### src/rtl/apb_i2c_tx_fifo.sv
`default_nettype none
// ============================================================================
// Module   : apb_i2c_tx_fifo
// Brief    : First-word-fall-through TX FIFO between the APB bridge and the
//            I2C core, with occupancy-based full/empty and sticky error flags.
// Revision : 1.0 - initial release
// ============================================================================
module apb_i2c_tx_fifo #(
    parameter int DWIDTH = 32,
    parameter int AWIDTH = 4
) (
    input  logic              PCLK,
    input  logic              PRESET,
    input  logic              WR_ENA,
    input  logic [DWIDTH-1:0] WRITE_DATA_ON_TX,
    input  logic              RD_ENA,
    input  logic              CLR_ERR,
    output logic [DWIDTH-1:0] DATA_OUT,
    output logic              TX_EMPTY,
    output logic              TX_FULL,
    output logic [AWIDTH:0]   LEVEL,
    output logic              OVERFLOW,
    output logic              UNDERFLOW,
    output logic              ERROR
);

    localparam logic [AWIDTH:0] c_DEPTH = {1'b1, {AWIDTH{1'b0}}};

    logic [DWIDTH-1:0] mem_q [2**AWIDTH];
    logic [AWIDTH-1:0] wp_q, wp_d;
    logic [AWIDTH-1:0] rp_q, rp_d;
    logic [AWIDTH:0]   cnt_q, cnt_d;
    logic              ovf_q, ovf_d;
    logic              unf_q, unf_d;
    logic              w_push;
    logic              w_pop;

    // A push into a full FIFO is still accepted when a pop frees a slot this cycle.
    assign w_pop  = RD_ENA && (cnt_q != '0);
    assign w_push = WR_ENA && ((cnt_q != c_DEPTH) || w_pop);

    always_comb begin
        wp_d  = wp_q;
        rp_d  = rp_q;
        cnt_d = cnt_q;
        if (w_push) begin
            wp_d = wp_q + AWIDTH'(1);
        end
        if (w_pop) begin
            rp_d = rp_q + AWIDTH'(1);
        end
        case ({w_push, w_pop})
            2'b10:   cnt_d = cnt_q + (AWIDTH+1)'(1);
            2'b01:   cnt_d = cnt_q - (AWIDTH+1)'(1);
            default: cnt_d = cnt_q;
        endcase
        // A new error in the same cycle as CLR_ERR keeps the flag set.
        ovf_d = (ovf_q && !CLR_ERR) || (WR_ENA && !w_push);
        unf_d = (unf_q && !CLR_ERR) || (RD_ENA && !w_pop);
    end

    always_ff @(posedge PCLK or posedge PRESET) begin
        if (PRESET) begin
            wp_q  <= '0;
            rp_q  <= '0;
            cnt_q <= '0;
            ovf_q <= 1'b0;
            unf_q <= 1'b0;
        end else begin
            wp_q  <= wp_d;
            rp_q  <= rp_d;
            cnt_q <= cnt_d;
            ovf_q <= ovf_d;
            unf_q <= unf_d;
        end
    end

    always_ff @(posedge PCLK) begin
        if (w_push) begin
            mem_q[wp_q] <= WRITE_DATA_ON_TX;
        end
    end

    assign DATA_OUT  = mem_q[rp_q];
    assign TX_EMPTY  = (cnt_q == '0);
    assign TX_FULL   = (cnt_q == c_DEPTH);
    assign LEVEL     = cnt_q;
    assign OVERFLOW  = ovf_q;
    assign UNDERFLOW = unf_q;
    assign ERROR     = ovf_q | unf_q;

endmodule
`default_nettype wire

### config.mk
export PLATFORM = sky130hd
export DESIGN_NAME = apb_i2c_tx_fifo
export DESIGN_NICKNAME = d
export VERILOG_FILES = /design/src/rtl/apb_i2c_tx_fifo.sv
export SDC_FILE = /design/constraint.sdc
export NUM_CORES = 1
export LEC_CHECK = 0
export ABC_CLOCK_PERIOD_IN_PS = 2900
export CAP_MARGIN = 10
export CORE_ASPECT_RATIO = 1.25
export CORE_MARGIN = 4
export CORE_UTILIZATION = 57
export CTS_BUF_LIST = sky130_fd_sc_hd__clkbuf_4 sky130_fd_sc_hd__clkbuf_8
export DETAILED_ROUTE_END_ITERATION = 10
export PLACE_DENSITY_LB_ADDON = 0.05
export SETUP_SLACK_MARGIN = 0.3
export SYNTH_ARGS = -nofsm -noshare
export SYNTH_HDL_FRONTEND = slang
export SYNTH_SLANG_ARGS = --single-unit
### constraint.sdc
create_clock -name PCLK -period 2.9 [get_ports PCLK]
set_input_delay 0.87 -clock PCLK [delete_from_list [all_inputs] [get_ports PCLK]]
set_output_delay 0.87 -clock PCLK [all_outputs]
set_load 0.01 [all_outputs]
==> run metrics <==
worst path cell trace=buf_12 -> buf_6 -> buf_16 -> buf_6 -> mux4_2 -> a22oi_2 -> nand2_2 -> buf_6; area leader, netlist=edfxtp_1; worst reg2reg path startpoint=LEVEL[3]; hold path startpoint=wp_q[2]; crit-path most repeated cell=buf_6; Final Cycle Share=1.175; gpl congestion=0.7774; Max Cap Viol=0; Yosys top cell area share=0.7662; final WL=roughly 45,000 um; commonest non-fill, non-tap cell in the layout=edfxtp_1; Mapped Nets=between 900 and 1k; Mapped Cells=887; setup TNS=-14.00 ns; commonest non-fill, non-tap cells in the layout=512 x edfxtp_1, 128 x mux4_2, 80 x clkbuf_8; gr ovfl total=0; flop and latch count out of synthesis=527; clock skew=0.03490 ns; Starting Density=0.5797; Mapped Area=between 0.02 and 0.025 mm2; fin cells=1,646; Max VDD drop=0.6001 mV; initial antenna violation count=0; critical path type=reg2out; worst path required time=2.03 ns; critical path endpoint category=primary output; power per cell area=964.8 mW/mm2; register area share after synthesis=0.7849; status=finished with violations; Distinct cells, synth=36; ant diodes=0; Post-synth EDFFs=512; Port Buffers=78; LEAKAGE=roughly 8.3 nW; drt wl/cell=27.64 um; setup slack after layout=-0.5085 ns; Placed Instances=about 1.5k; Tmin final=3.408 ns; Die Width=175.8 um; chip height=about 220 um; Core ar.=approximately 0.035 mm2; Hold Path Class=reg2reg; CP arrival=approximately 2.5 ns; Post-synth top flop=edfxtp_1; Rows=76; Yosys warnings=0; XOR/XNOR Fraction of Synth Area=0.003928; I/O pin count=79; max incr delay on CP=0.50 ns; Crit. Startpoint=rp_q[0]; TritonCTS clock tree=done; GRT Util Overall=0.2431; Final Hold Viols=0; root buffer cell=clkbuf_8; layout cell share with drive strength beyond 1=0.4109; Slowest cell on crit path=dfrtp_4; fin util=0.7165; Initial DRC Count=791; H-tree Lvls=3; vias per cell=6.080; Worst slew margin=0.5938; Worst-Margin Slew=0.6086 ns; largest net degree at the start of global routing=47; Detail Placement HPWL=25,170 um; vias in the first global route=10.71k; RSZ-0062 raised after global routing=yes; drt drc=0; Setup crit start kind=flip-flop; dominant cells by area after synthesis=edfxtp_1 77%, mux4_2 14%, a22oi_1 2.4%, dfrtp_1 1.9%, nand2_1 0.77%; Avg Cell Area, Syn=22.62 um2; maximum clock insertion buffer count=3; failing checks=negative setup slack; worst skew pair latency=0.62 ns; die area=roughly 0.038 mm2; adder-cell share of the synthesized area=0.005986; area delta synth->final=23.59%; Compound-Gate Fraction of Synth Area=0.02974; first-pass iteration count of the detailed router=5; mux share of post-synthesis cell area=0.1459; ys async rst share=0.02846; # clock sinks=527; Setup-failing EPs final=32; Nets=~1.2k; Post-Synth Simple-Gate Area=0.01871; pins over their slew limit=0; Num CTS Buffers=78; global-route wire length before repair=67,520 um; vias after detailed routing=10.01k; largest family of logic cells by synthesized area=multiplexers; Max FO, Critical Path=6; post-route ant nets=0; fmax=293.4 MHz; clock slew seen by the registers of the worst setup and hold paths=0.07 ns
## worst max-delay path, delay by kind of cell, from the launching register on
family,cells,cell delay [ns]
DFF,1,0.50
buffers and inverters,5,0.67
and+or+nand+nor,1,0.12
AOI/OAI and AO/OA,1,0.21
muxes,1,0.43
## registers in the layout, indices dropped and copies added (netlist names)
register   flops
LEVEL          5
OVERFLOW       1
rp_q           4
mem_q        512
wp_q           4
UNDERFLOW      1
## cells in the mapped netlist (4+ instances only)
cell type / instances
xnor2_1: 7
and2_1: 15
nor2_1: 4
and3_1: 4
nor2b_1: 4
nand2_1: 41
clkbuf_1: 32
dfrtp_1: 15
edfxtp_1: 512
buf_2: 15
a22oi_1: 64
ha_1: 8
mux4_2: 128
inv_1: 6
## cell families (layout without fill, tap and decap cells)
group / Yosys count / in the layout
flip-flops: 527 / 527
AND/OR/NAND/NOR: 78 / 78
AO/OA/AOI/OAI: 79 / 79
buffers and inverters: 53 / 344
XOR/XNOR: 9 / 9
multiplexers: 132 / 132
adder cells (fa/ha/maj): 9 / 9
## worst paths after layout
| path | depth (start not counted) | slack (ns) | endpoint |
|---|---|---|---|
| min reg2reg | 1 | 0.54 | wp_q[2] |
| max reg2reg | 9 | 0.14 | LEVEL[4] |
| max | 8 | -0.51 | DATA_OUT[24] |
| min | 1 | 0.54 | wp_q[2] |
| max in group asynchronous | 2 | 1.82 | LEVEL[0] |
| min in group asynchronous | 2 | 0.63 | rp_q[1] |
## metrics by stage
stage	power [W]	setup WS (ns)	hold slack [ns]	instance area, um2
global route	0.02503	-0.5987	0.5625	24800
floorplan	0.01383	0.08493	0.4756	20100
detailed placement	0.01750	-0.2306	0.5057	22630
finish	0.02393	-0.5085	0.5363	24800
CTS	0.02388	-0.5449	0.5190	24630
global placement	0.01731	-0.2712	0.4916	22630
## layer usage
layer	vias up	part of all wire	global-route usage
li1	4255	-	-
met1	5315	0.38	0.3230
met2	380	0.54	0.4237
met3	58	0.063	0.04162
met4	0	0.017	0.06552
met5	-	0	0
## power by group
part	switching, W	internal, W	total [W]
sequential	0.000278	0.00918	0.00946
clock	0.00261	0.00306	0.00568
combinational	0.00425	0.00454	0.00879
total	0.00714	0.0168	0.0239
## area by class of cell
cell class / count / area [um2]
inverters: 6 / 22.52
repair buffers: 208 / 2592
well taps: 468 / 585.6
multi-input cells: 307 / 4372
flip-flops and latches: 527 / 15760
clock buffers: 106 / 1296
fillers: 2093 / 9814
clock inverters: 24 / 170.2
## timing repair
item	4_1_cts	5_1_grt
resized for setup	202	25
setup buffers	25	9
setup endpoints to repair	36	64
hold buffers	0	0
cloned	5	1
pin swaps	39	20
Power figures use the tool's default switching activity.
